<file path="src/rtl/breakpoint_688_pkg.sv">
// Shared definitions for the breakpoint_688 address-breakpoint unit:
// state encoding and default widths.
package breakpoint_688_pkg;

    localparam int unsigned BP_ADDR_WIDTH = 16;
    localparam int unsigned BP_PC_WIDTH   = 8;

    typedef enum logic [1:0] {
        ST_IDLE      = 2'd0,
        ST_ARMED     = 2'd1,
        ST_TRIGGERED = 2'd2
    } bp_state_e;

endpackage

</file>
<file path="src/rtl/breakpoint_688_comparator.sv">
// 74x688-style 8-bit equality comparator with active-low cascade input.
// neq is low only when p == q and the upstream stage also reported equal.
module comparator_688 (
    input  logic [7:0] p,
    input  logic [7:0] q,
    input  logic       ng,
    output logic       neq
);

    assign neq = ng | (p != q);

endmodule

</file>
<file path="src/rtl/breakpoint_688.sv">
// Registered address-breakpoint unit: cascaded byte comparators feed a
// three-state arm/trigger FSM. Optional pass counter: BREAKPOINT_PASSCOUNT_EN.
module breakpoint_688
    import breakpoint_688_pkg::*;
#(
    parameter int unsigned ADDR_WIDTH = BP_ADDR_WIDTH,
    parameter int unsigned PC_WIDTH   = BP_PC_WIDTH
) (
    input  logic                  clk,
    input  logic                  reset,
    input  logic [ADDR_WIDTH-1:0] ab,
    input  logic                  nmem,
    input  logic [ADDR_WIDTH-1:0] db,
    input  logic                  nwr_bp,
    input  logic                  nwr_pc,
    input  logic                  narm,
    input  logic                  nack,
    output logic                  nbrk,
    output logic                  armed,
    output logic [PC_WIDTH-1:0]   pc_left
);

    localparam int unsigned NBYTES = ADDR_WIDTH / 8;

    bp_state_e             state_q, state_d;
    logic [ADDR_WIDTH-1:0] bp_q, bp_d;
    logic                  nmem_q;
    logic [NBYTES:0]       ng_chain;
    logic                  match_w;
    logic                  event_w;
    logic                  hit_w;
    logic                  pc_zero_w;

    // Byte comparators chained LSB to MSB; the top stage's neq is the verdict.
    assign ng_chain[0] = 1'b0;

    for (genvar i = 0; i < NBYTES; i++) begin : g_cmp
        comparator_688 u_cmp (
            .p   (ab[8*i +: 8]),
            .q   (bp_q[8*i +: 8]),
            .ng  (ng_chain[i]),
            .neq (ng_chain[i+1])
        );
    end

    assign match_w = ~ng_chain[NBYTES];
    assign event_w = ~nmem & nmem_q;
    assign hit_w   = event_w & match_w;

    assign bp_d = nwr_bp ? bp_q : db;

    always_ff @(posedge clk or posedge reset) begin
        if (reset) begin
            bp_q   <= '0;
            nmem_q <= 1'b1;
        end else begin
            // NOTE: non-blocking so every register samples pre-edge values.
            bp_q   <= bp_d;
            nmem_q <= nmem;
        end
    end

`ifdef BREAKPOINT_PASSCOUNT_EN
    logic [PC_WIDTH-1:0] pc_q, pc_d;
    logic                count_w;

    assign pc_zero_w = (pc_q == '0);
    assign count_w   = (state_q == ST_ARMED) & nack & hit_w & ~pc_zero_w;

    // A load in the same cycle as a counted event wins: new value applies next.
    always_comb begin
        pc_d = pc_q;
        if (!nwr_pc) begin
            pc_d = db[PC_WIDTH-1:0];
        end else if (count_w) begin
            pc_d = pc_q - 1'b1;
        end
    end

    always_ff @(posedge clk or posedge reset) begin
        if (reset) begin
            pc_q <= '0;
        end else begin
            pc_q <= pc_d;
        end
    end

    assign pc_left = pc_q;
`else
    logic unused_nwr_pc;

    assign unused_nwr_pc = nwr_pc;
    assign pc_zero_w     = 1'b1;
    assign pc_left       = '0;
`endif

    always_ff @(posedge clk or posedge reset) begin
        if (reset) begin
            state_q <= ST_IDLE;
        end else begin
            state_q <= state_d;
        end
    end

    always_comb begin
        // NOTE: default first so every path assigns state_d and no latch forms.
        state_d = state_q;
        unique case (state_q)
            ST_IDLE: begin
                if (nack && !narm) begin
                    state_d = ST_ARMED;
                end
            end
            ST_ARMED: begin
                if (!nack) begin
                    state_d = ST_IDLE;
                end else if (hit_w && pc_zero_w) begin
                    state_d = ST_TRIGGERED;
                end
            end
            ST_TRIGGERED: begin
                if (!nack) begin
                    state_d = ST_IDLE;
                end
            end
            default: state_d = ST_IDLE;
        endcase
    end

    always_comb begin
        nbrk  = 1'b1;
        armed = 1'b0;
        unique case (state_q)
            ST_ARMED:     armed = 1'b1;
            ST_TRIGGERED: nbrk  = 1'b0;
            default: begin
                nbrk  = 1'b1;
                armed = 1'b0;
            end
        endcase
    end

endmodule

</file>
<file path="config.mk">
export PLATFORM = sky130hd
export DESIGN_NAME = breakpoint_688
export DESIGN_NICKNAME = d
export VERILOG_FILES = /design/src/rtl/breakpoint_688_pkg.sv /design/src/rtl/breakpoint_688_comparator.sv /design/src/rtl/breakpoint_688.sv
export SDC_FILE = /design/constraint.sdc
export NUM_CORES = 1
export LEC_CHECK = 0
export ABC_CLOCK_PERIOD_IN_PS = 1600
export CORE_ASPECT_RATIO = 1.75
export CORE_MARGIN = 10
export CORE_UTILIZATION = 39
export DETAILED_ROUTE_END_ITERATION = 7
export GPL_ROUTABILITY_DRIVEN = 0
export PLACE_DENSITY = 0.75
export SYNTH_ARGS = -nofsm -noshare
export SYNTH_HDL_FRONTEND = slang
export SYNTH_SLANG_ARGS = --single-unit
</file>
<file path="constraint.sdc">
create_clock -name clk -period 1.6 [get_ports clk]
set_input_delay 0.32 -clock clk [delete_from_list [all_inputs] [get_ports clk]]
set_output_delay 0.32 -clock clk [all_outputs]
set_load 0.05 [all_outputs]
</file>
Word-level counts from Yosys, hierarchy flattened
Cells that the tools add are included.
Widths: inputs -> output; s select.
- output and inout bits: 10
- bits in registers: 19
- input port bits: 39
- word-level logic and storage cells: 26
- reduce and logical (&&, ||, !) cells: 4
- bitwise gates (word level): 5
- mux-type cells: 7
- eq/ne operators: 7
- operators by type and width (kind ; number):
    $ne 8x8->1 ; 2
    $mux 2 ; 4
    $pmux 2 s3 ; 1
    $ne 2x2->1 const B ; 2
    $ne 3x3->1 const B ; 1
    $reduce_and 3->1 ; 1
    $and 1x1->1 ; 2
    $eq 2x1->1 const B ; 1
    $eq 2x2->1 const B ; 1
    $logic_not 2->1 ; 1
    $mux 1 ; 2
    $not 1->1 ; 2
    $logic_and 1x1->1 ; 1
    $logic_not 1->1 ; 1
    $or 1x1->1 ; 1

Logic depth before layout (Yosys ltp)
Gate-level depths: netlist of the first run.
- depth after elaboration: 7
- mapped depth: 4
- depth with buffers taken out: 4

By module
A second synthesis of the first run with hierarchy kept.
- cells, all modules: 77
- area, all modules: 1032.2 um2
- by module, submodules not included (module ; cells each ; seq. area each (um2) ; instances ; area each (um2)):
    breakpoint_688 ; 55 ; 476.7 ; 1 ; 854.6
    comparator_688 ; 11 ; 0.0 ; 2 ; 88.8

Least setup slack after synthesis of the first run
OpenSTA, ideal clock, no wires.
- path type: register -> output
- from: reg state_q[0]
- to: out armed
- cell stages (with the launch flop): 2
- data arrival time: 1.073 ns
- data required time: 1.280 ns
- setup slack: 0.207 ns
- path buffers: 0
- cells stage by stage: dfrtp_1 > nor2b_1
- word-level cells in the longest chain between the ends: 2
- ends and longest elaborated chain (element ; RTL line ; source):
    start, declared ; breakpoint_688.sv:25 ; bp_state_e state_q, state_d;
    start signal, assigned ; breakpoint_688.sv:101 ; state_q <= state_d;
    $eq 2x1->1 ; breakpoint_688.sv:133 ; unique case (state_q)
    $mux 1 ; breakpoint_688.sv:133 ;
    end, declared ; breakpoint_688.sv:19 ; output logic armed,
No other way between the ends.

Worst setup path in the final report of the first run
- from: in ab[4]
- to: reg state_q[1]
- word-level cells in the longest chain between the ends: 6
- ends and longest elaborated chain (element ; RTL line ; source):
    start, declared ; breakpoint_688.sv:11 ; input logic [ADDR_WIDTH-1:0] ab,
    $ne 8x8->1 ; breakpoint_688_comparator.sv:10 ; assign neq = ng | (p != q);
    $or 1x1->1 ; breakpoint_688_comparator.sv:10 ;
    $not 1->1 ; breakpoint_688.sv:46 ; assign match_w = ~ng_chain[NBYTES];
    $and 1x1->1 ; breakpoint_688.sv:48 ; assign hit_w = event_w & match_w;
    $ne 3x3->1 (no source line) ; -- ;
    $reduce_and 3->1 (no source line) ; -- ;
No other way between the ends.
A chain may end at the register's enable or synchronous reset.

==> summary.md, run 1 <==
| Metric | Value |
|---|---|
| Seq cells post-synth | 19 |
| Setup Total Neg Slack | 0 ns |
| Cell breakdown of the critical path | clkdlybuf4s50_1 -> xnor2_1 -> nand4_1 -> nor4_2 -> a32o_2 |
| Drt drc | 0 |
| Yosys top cell area share | 0.4657 |
| Largest net degree at the start of global routing | 17 |
| Total die area | 4950 µm² |
| Crit path max fanout | 2 |
| NumNets Final | 159 |
| Pwr/cell area | 806.1 nW/µm² |
| Leakage | 0.5911 nW |
| Top cells by area, synth | dfrtp_1 47%, mux2_2 19%, xnor2_1 12% |
| Combinational share of power | 0.245 |
| Antenna Cells | 0 |
| First-pass GRT wire length | 3415 µm |
| Area Overhead vs Synth | 48.77% |
| DRT Wirelength | 2157 µm |
| Reg area | 476.7 µm² |
| GRT Overall Usage | 0.08666 |
| Most used standard cell by instance count after synthesis | dfrtp_1 |
| Global route overflow | 0 |
| Hold Buf Count CTS | 0 |
| RSZ-0062 raised after global routing | false |
| Final setup viols | 0 |
| WP data arrival | 1.57 ns |
| CP bufs+invs | 1 |
| Avg WL per Cell | 14.98 µm |
| Dpl hpwl | 1908 µm |
| Worst skew pair latency | 0.25 ns |
| Clock Skews | 0.002297 ns |
| Die width | 57.65 µm |
| Final worst slack | 0.2184 ns |
| Synth Area per Inst | 12.56 µm² |
| Dominant synthesized flop cell | dfrtp_1 |
| Minimum clock period | 1.382 ns |
| Via Count | 670 |
| Clock Path Buffers | 2 |
| CTS resizes | 0 |
| Slowest-stage cell, CP | clkdlybuf4s50_1 |
| CTS Sinks | 19 |
| Post-Synthesis Cells | 77 |
| Multi-input gate area | 435.4 µm² |
| Status | finished clean |
| Mux contribution to synthesized area | 0.1863 |
| TritonCTS clock tree | done |
| Place WS | -0.07346 ns |
| Worst min-delay path category | input port to asynchronous set/reset pin |
| Post-synthesis sequential area ratio | 0.4929 |
| Clock power frac | 0.276 |
| Synth cell count leaders | 18 x dfrtp_1, 16 x mux2_2, 13 x xnor2_1 |
| Vias in the first global route | 788 |
| Sequential share of power | 0.478 |
| Count of cell types in the netlist | 17 |
| Synth Area in Compound Gates | 0.02199 |
| Initial DRC Count | 5 |
| Switching power total | 0.2934 mW |
| Fmax | 723.8 MHz |
| Yosys top cell by area | dfrtp_1 |
| Initial antenna violation count | 0 |
| Ys async rst share | 1.000 |
| Switch share | 0.2530 |
| Delay-heaviest family, CP | buffers and inverters |
| Final Power | 1.160 mW |
| Core box area | 2331 µm² |
| Top Ports | 49 |
| Largest family of logic cells by synthesized area | multiplexers |
| Setup Fix Bufs, Post-CTS | 0 |
| Inserted Clock Buffers | 3 |
| Die Ht | 85.88 µm |
| EDFF count, synth | 0 |
| Vias/cell | 4.653 |
| WS Path Type | input port to flip-flop |
| Max VDD drop | 598.1 µV |
| Crit-path max cell delay | 0.47 ns |
| Drt pass-1 iters | 3 |
| Post-synth design cell area | 967.2 µm² |
| Starting Density | 0.4149 |
| Area share of and/or/nand/nor cells after synthesis | 0.06598 |
| Rows | 23 |
| Share of layout cells above drive strength 1 | 0.2269 |
| PortBufs | 39 |
| Final ANT Viol Nets | 0 |
| Fin util | 0.6173 |
| Reg clk slew, reported paths | 0.07 ns |
| Crit path launch type | input port |
| Fin crit share | 0.8635 |
| FILL cells | 195 |
| Max Cap Viol | 0 |
| CP required | 1.79 ns |
| Worst Setup End Kind | flip-flop |
| Final slew viol count | 0 |
| Post-Synth Adder-Cell Area | 0 |
| Synthesized-area fraction occupied by xor and xnor cells | 0.1449 |
| Root Driver | clkbuf_8 |
| Internal | 0.8664 mW |
| H-tree depth | 1 |
| Syn. warnings | 0 |
| Final hold viol count | 0 |
==> state kept, by name, summed over array words and instances, names as in the netlist <==
register and count:
bp_q 16, state_q 2, nmem_q 1
==> power groups by stage <==
stage	clock network, mW	logic, mW	registers, mW
floorplan	0	0.178	0.556
global placement	0	0.280	0.561
detailed placement	0	0.287	0.564
CTS	0.333	0.288	0.555
global route	0.358	0.308	0.560
finish	0.321	0.284	0.555
==> path summary, 6_finish.rpt <==
path,end,start,slack [ns],depth (start not counted)
max in group asynchronous,bp_q[5]$_DFFE_PP0N_,reset,0.82,3
worst min register to register,bp_q[3]$_DFFE_PP0N_,bp_q[3]$_DFFE_PP0N_,0.53,1
worst min-delay path,bp_q[11]$_DFFE_PP0N_,reset,0.32,2
min in group clk,nmem_q$_DFF_PP1_,nmem,0.51,1
worst max-delay path,state_q[1]$_DFFE_PP0P_,ab[4],0.22,5
worst max register to register,state_q[1]$_DFFE_PP0P_,bp_q[4]$_DFFE_PP0N_,0.31,4
==> area by class of cell <==
type	instances	share of cell area
Clock buffer	3	0.02870
Timing Repair Buffer	41	0.3043
Multi-Input combinational cell	52	0.3026
Sequential cell	19	0.3313
Inverter	3	0.007826
Clock inverter	1	0.003478
Tap cell	25	0.02174
==> routing by layer <==
layer / share of wire / GRT usage
met5: 0 / 0
met1: 0.32 / 0.07076
met2: 0.55 / 0.1559
met3: 0.12 / 0.05022
met4: 0.011 / 0.04506
==> cell families (layout without fill, tap and decap cells) <==
logic type / Yosys count / in the layout
flops: 19 / 19
xor+xnor: 16 / 16
mux: 16 / 16
buf+inv: 13 / 48
simple gates: 9 / 9
compound gates: 3 / 3
other cells: 1 / 8
==> placed cells by master, fill, tap and decap left out, drive strengths merged, types with 3 or more instances in the layout <==
cell type,n
nand4,3
buf,4
clkdlybuf4s50,37
xnor2,13
dfrtp,18
clkbuf,3
inv,3
mux2,16
nor2b,3
conb,8
xor2,3
==> metrics by stage <==
step	std cells	hold slack [ns]	area, µm²
after floorplan	84	0.2704	993.5
after global placement	140	0.5093	1393
after detailed placement	140	0.5172	1393
after CTS	144	0.3242	1439
after global routing	144	0.3562	1439
final	144	0.3162	1439
No activity file was read; power rests on OpenSTA's default activity.
==> inputs of run 2 (changes only) <==
--- a/config.mk
+++ b/config.mk
@@ -5,13 +5,13 @@
 export SDC_FILE = /design/constraint.sdc
 export NUM_CORES = 1
 export LEC_CHECK = 0
-export ABC_CLOCK_PERIOD_IN_PS = 1600
+export ABC_CLOCK_PERIOD_IN_PS = 1500
 export CORE_ASPECT_RATIO = 1.75
 export CORE_MARGIN = 10
 export CORE_UTILIZATION = 39
 export DETAILED_ROUTE_END_ITERATION = 7
 export GPL_ROUTABILITY_DRIVEN = 0
-export PLACE_DENSITY = 0.75
+export PLACE_DENSITY = 0.79
 export SYNTH_ARGS = -nofsm -noshare
 export SYNTH_HDL_FRONTEND = slang
 export SYNTH_SLANG_ARGS = --single-unit
==> constraint.sdc (replaced) <==
create_clock -name clk -period 1.5 [get_ports clk]
set_input_delay 0.3 -clock clk [delete_from_list [all_inputs] [get_ports clk]]
set_output_delay 0.3 -clock clk [all_outputs]
set_load 0.02 [all_outputs]
==> run 2 against run 1 <==
Effect of this change:
- combinational power decreased by 6%
- critical path type is now flip-flop to primary output
- critical endpoint is now armed
- sequential share of layout area rose by 0.59 points
- die area stayed put
- flip-flop and latch count stayed put
- sequential power is 6.5% higher
- non-clock buffer count did not move
- clock skew down 0.00065 ns
- cell count unchanged
- setup slack got worse by 0.13 ns
- highest routed layer unchanged
==> summary.md, run 2 (synthesis results as in run 1) <==
| Metric | Value |
|---|---|
| Status | finished clean |
| Setup Total Neg Slack | 0 ns |
| WP data arrival | 1.11 ns |
| Core box area | 2331 µm² |
| Via Count | 685 |
| Final setup viols | 0 |
| CTS Sinks | 19 |
| RSZ-0062 raised after global routing | false |
| Area post-placement | 1373 µm² |
| Area Overhead vs Synth | 46.18% |
| Initial DRC Count | 4 |
| Starting Density | 0.4149 |
| Drt drc | 0 |
| Clock Path Buffers | 2 |
| Die width | 57.65 µm |
| H-tree depth | 1 |
| Largest net degree at the start of global routing | 17 |
| Drt pass-1 iters | 2 |
| Biggest regs | bp_q (16), state_q (2), nmem_q (1) |
| Final ANT Viol Nets | 0 |
| Avg WL per Cell | 15.59 µm |
| Dpl hpwl | 1999 µm |
| NumNets Final | 159 |
| CP required | 1.20 ns |
| Leakage | 0.5786 nW |
| Crit path launch type | flip-flop |
| Minimum clock period | 1.411 ns |
| Clock Skews | 0.001646 ns |
| Final worst slack | 0.08899 ns |
| Crit path max fanout | 4 |
| Post-route cell area | 1414 µm² |
| Setup Fix Bufs, Post-CTS | 0 |
| Pwr/cell area | 854.4 nW/µm² |
| Fin crit share | 0.9407 |
| Vias/cell | 4.757 |
| Reg clk slew, reported paths | 0.07 ns |
| Global route overflow | 0 |
| DRT Wirelength | 2245 µm |
| TritonCTS clock tree | done |
| Final slew viol count | 0 |
| Fmax | 708.7 MHz |
| Top Ports | 49 |
| Rows | 23 |
| Worst Setup End Kind | primary output |
| PortBufs | 39 |
| Worst skew pair latency | 0.25 ns |
| Commonest non-fill, non-tap cell in the layout | clkdlybuf4s50_1 |
| GRT Overall Usage | 0.09641 |
| Most flops, register | bp_q |
| Max VDD drop | 649.5 µV |
| Final hold viol count | 0 |
| First-pass GRT wire length | 3726 µm |
| Initial antenna violation count | 0 |
| Number of flip-flops in the largest register | 16 |
| Hold Buf Count CTS | 0 |
| Max Cap Viol | 0 |
| Die Ht | 85.88 µm |
| Share of layout cells above drive strength 1 | 0.2185 |
| Root Driver | clkbuf_8 |
| Worst min-delay path category | input port to asynchronous set/reset pin |
| Fin Hold WS | 0.3046 ns |
| Inserted Clock Buffers | 3 |
| Vias in the first global route | 835 |
| Most frequent cells in the layout | 37 x clkdlybuf4s50_1, 18 x dfrtp_1, 16 x mux2_2, 13 x xnor2_1, 8 x conb_1 |
| WS Path Type | flip-flop to primary output |
| Total die area | 4950 µm² |
| Antenna Cells | 0 |
| Place WS | -0.1623 ns |
-- run 2: worst paths after layout --
path / startpoint / to / slack [ns] / cells past startpoint
worst max-delay path: state_q[0]$_DFFE_PP0P_ / armed / 0.09 / 2
worst min register to register: bp_q[3]$_DFFE_PP0N_ / bp_q[3]$_DFFE_PP0N_ / 0.53 / 1
worst min-delay path: reset / bp_q[14]$_DFFE_PP0N_ / 0.30 / 2
worst max register to register: bp_q[13]$_DFFE_PP0N_ / state_q[1]$_DFFE_PP0P_ / 0.19 / 4
min in group clk: nmem / nmem_q$_DFF_PP1_ / 0.48 / 1
max in group asynchronous: reset / bp_q[4]$_DFFE_PP0N_ / 0.73 / 3
-- run 2: layer usage --
metal,up-vias,global-route usage,wire length [µm]
met4,0,0.05794,52
met1,319,0.08383,710
li1,327,-,-
met3,4,0.04874,237
met5,-,0,0
met2,35,0.1686,1245
-- run 2: stage by stage --
stage,util,cells,power [mW]
final,0.6065,144,1.208
after detailed placement,0.5888,140,0.8735
after global placement,0.5888,140,0.8611
after global routing,0.6065,144,1.280
after floorplan,-,84,0.7524
after CTS,0.6071,144,1.223
-- run 2: report_power, final --
part / total (mW) / internal, mW / switching (mW)
clock: 0.349 / 0.189 / 0.160
sequential: 0.591 / 0.560 / 0.0311
combinational: 0.268 / 0.175 / 0.0932
-- run 2: cell type report --
type / count / area [µm²]
Fill cell: 218 / 917.1
Sequential cell: 19 / 476.7
Multi-Input combinational cell: 52 / 437.9
Timing Repair Buffer: 41 / 411.6
Clock buffer: 4 / 45.04
Tap cell: 25 / 31.28
Inverter: 3 / 11.26
-- run 2: what timing repair did --
item,CTS,global route
cloned,0,0
endpoints found under the hold margin,0,0
setup endpoints to repair,2,1
resized for setup,2,3
-- run 2: critical path: stages (launching register included) --
cell           delay, ns
dfrtp_1             0.39
nor2b_1             0.13
dlygate4sd2_1       0.34
==> inputs of run 3 (changes only) <==
--- a/config.mk
+++ b/config.mk
@@ -10,7 +10,7 @@
 export CORE_MARGIN = 10
 export CORE_UTILIZATION = 39
 export DETAILED_ROUTE_END_ITERATION = 7
-export GPL_ROUTABILITY_DRIVEN = 0
+export MAX_ROUTING_LAYER = met4
 export PLACE_DENSITY = 0.79
 export SYNTH_ARGS = -nofsm -noshare
 export SYNTH_HDL_FRONTEND = slang
==> run 3 against run 2 <==
Effect of this change:
- cell area unchanged
- register-to-register slack about the same
- non-clock buffer count did not move
- via count shrank 0.29%
- critical endpoint unchanged
- largest cell class unchanged
- largest power group unchanged
- highest routed layer unchanged
==> summary.md, run 3 (synthesis results as in run 1) <==
| Metric | Value |
|---|---|
| Status | finished clean |
| Worst R2R End | state_q[1]$_DFFE_PP0P_ |
| Avg WL per Cell | 15.68 µm |
| Top Ports | 49 |
| WP data arrival | 1.11 ns |
| Vias/cell | 4.743 |
| Root Driver | clkbuf_8 |
| TritonCTS clock tree | done |
| CTS resizes | 2 |
| Initial DRC Count | 7 |
| First-pass GRT wire length | 3719 µm |
| Max VDD drop | 648.5 µV |
| Fmax | 708.9 MHz |
| Initial antenna violation count | 0 |
| RSZ-0062 raised after global routing | false |
| Worst min-delay path category | input port to asynchronous set/reset pin |
| Drt drc | 0 |
| Drt pass-1 iters | 3 |
| Worst skew pair latency | 0.25 ns |
| R2r worst-path depth | 4 |
| Routability cong. | 0.6657 |
| Final worst slack | 0.08930 ns |
| Max Cap Viol | 0 |
| Biggest regs | bp_q (16), state_q (2), nmem_q (1) |
| Reg clk slew, reported paths | 0.07 ns |
| Place WS | -0.1623 ns |
| Die Ht | 85.88 µm |
| Largest net degree at the start of global routing | 17 |
| GRT Overall Usage | 0.09904 |
| Total die area | 4950 µm² |
| Final Power | 1.207 mW |
| Starting Density | 0.4149 |
| Leakage | 0.5786 nW |
| Clock Skews | 0.001634 ns |
| Die width | 57.65 µm |
| Most frequent cells in the layout | 37 x clkdlybuf4s50_1, 18 x dfrtp_1, 16 x mux2_2, 13 x xnor2_1, 8 x conb_1 |
| Minimum clock period | 1.411 ns |
| CTS Sinks | 19 |
| Final slew viol count | 0 |
| Reg-to-Reg Start | bp_q[13]$_DFFE_PP0N_ |
| H-tree depth | 1 |
| Hold Buf Count CTS | 0 |
| Fin crit share | 0.9405 |
| DRT Wirelength | 2258 µm |
| Number of flip-flops in the largest register | 16 |
| Pwr/cell area | 853.9 nW/µm² |
| WS Path Type | flip-flop to primary output |
| Final ANT Viol Nets | 0 |
| CP required | 1.20 ns |
| Commonest non-fill, non-tap cell in the layout | clkdlybuf4s50_1 |
| Dpl hpwl | 1999 µm |
| Crit path max fanout | 4 |
| Most flops, register | bp_q |
| Antenna Cells | 0 |
| Crit path launch type | flip-flop |
| Share of layout cells above drive strength 1 | 0.2185 |
| Area Overhead vs Synth | 46.18% |
| Inserted Clock Buffers | 3 |
| Global route overflow | 0 |
| Final hold viol count | 0 |
| PortBufs | 39 |
| Core box area | 2331 µm² |
| Vias in the first global route | 835 |
| R2R setup slack | 0.19 ns |
| Final setup viols | 0 |
| Via Count | 683 |
| Rows | 23 |
| Worst Setup End Kind | primary output |
| Clock Path Buffers | 2 |
| Setup Fix Bufs, Post-CTS | 0 |
| NumNets Final | 159 |
## run 3: cell counts in the layout (fill, tap and decap cells not counted)
Identical to the previous run, type by type.
## run 3: per-layer routing
layer / vias to the layer above / GRT usage / share of wire / wire length, µm
met2: 35 / 0.1686 / 0.55 / 1251
met3: 4 / 0.03988 / 0.088 / 198
li1: 327 / - / - / -
met4: 0 / 0.05794 / 0.024 / 54
met1: 317 / 0.08896 / 0.33 / 753
met5: - / - / 0 / 0
## run 3: report_power, final
group | internal, mW | leakage [nW] | switching, mW | total, mW
Sequential | 0.560 | 0.224 | 0.0311 | 0.591
Combinational | 0.175 | 0.332 | 0.0932 | 0.268
Clock | 0.189 | 0.0228 | 0.159 | 0.348
Total | 0.924 | 0.579 | 0.284 | 1.21
## run 3: critical path: stages, from the launching register on
cell and delay [ns]:
dfrtp_1 0.39, nor2b_1 0.13, dlygate4sd2_1 0.34
## run 3: metrics by stage
stage                       util  setup TNS (ns)  area (µm²)  instances  hold WS, ns
after global routing      0.6065               0        1414        144       0.3438
after detailed placement  0.5888         -0.2863        1373        140       0.5147
final                     0.6065               0        1414        144       0.3049
after global placement    0.5888         -0.2549        1373        140       0.5092
after floorplan                -               0       993.5         84       0.2504
after CTS                 0.6071               0        1415        144       0.3129
## run 3: how the worst max path moves through the flow
stage | startpoint | slack, ns | end | cells after the start
finish | state_q[0]$_DFFE_PP0P_ | 0.09 | armed | 2
floorplan | bp_q[5]$_DFFE_PP0N_ | 0.33 | state_q[1]$_DFFE_PP0P_ | 4
detailed placement | ab[0] | -0.16 | state_q[1]$_DFFE_PP0P_ | 5
global route | state_q[0]$_DFFE_PP0P_ | 0.03 | armed | 2
global placement | ab[5] | -0.14 | state_q[1]$_DFFE_PP0P_ | 5
CTS | state_q[0]$_DFFE_PP0P_ | 0.008 | nbrk | 3
## run 3: cell type report
class | count | area (µm²)
Clock buffer | 4 | 45.04
Fill cell | 218 | 917.1
Tap cell | 25 | 31.28
Inverter | 3 | 11.26
Sequential cell | 19 | 476.7
Multi-Input combinational cell | 52 | 437.9
Timing Repair Buffer | 41 | 411.6
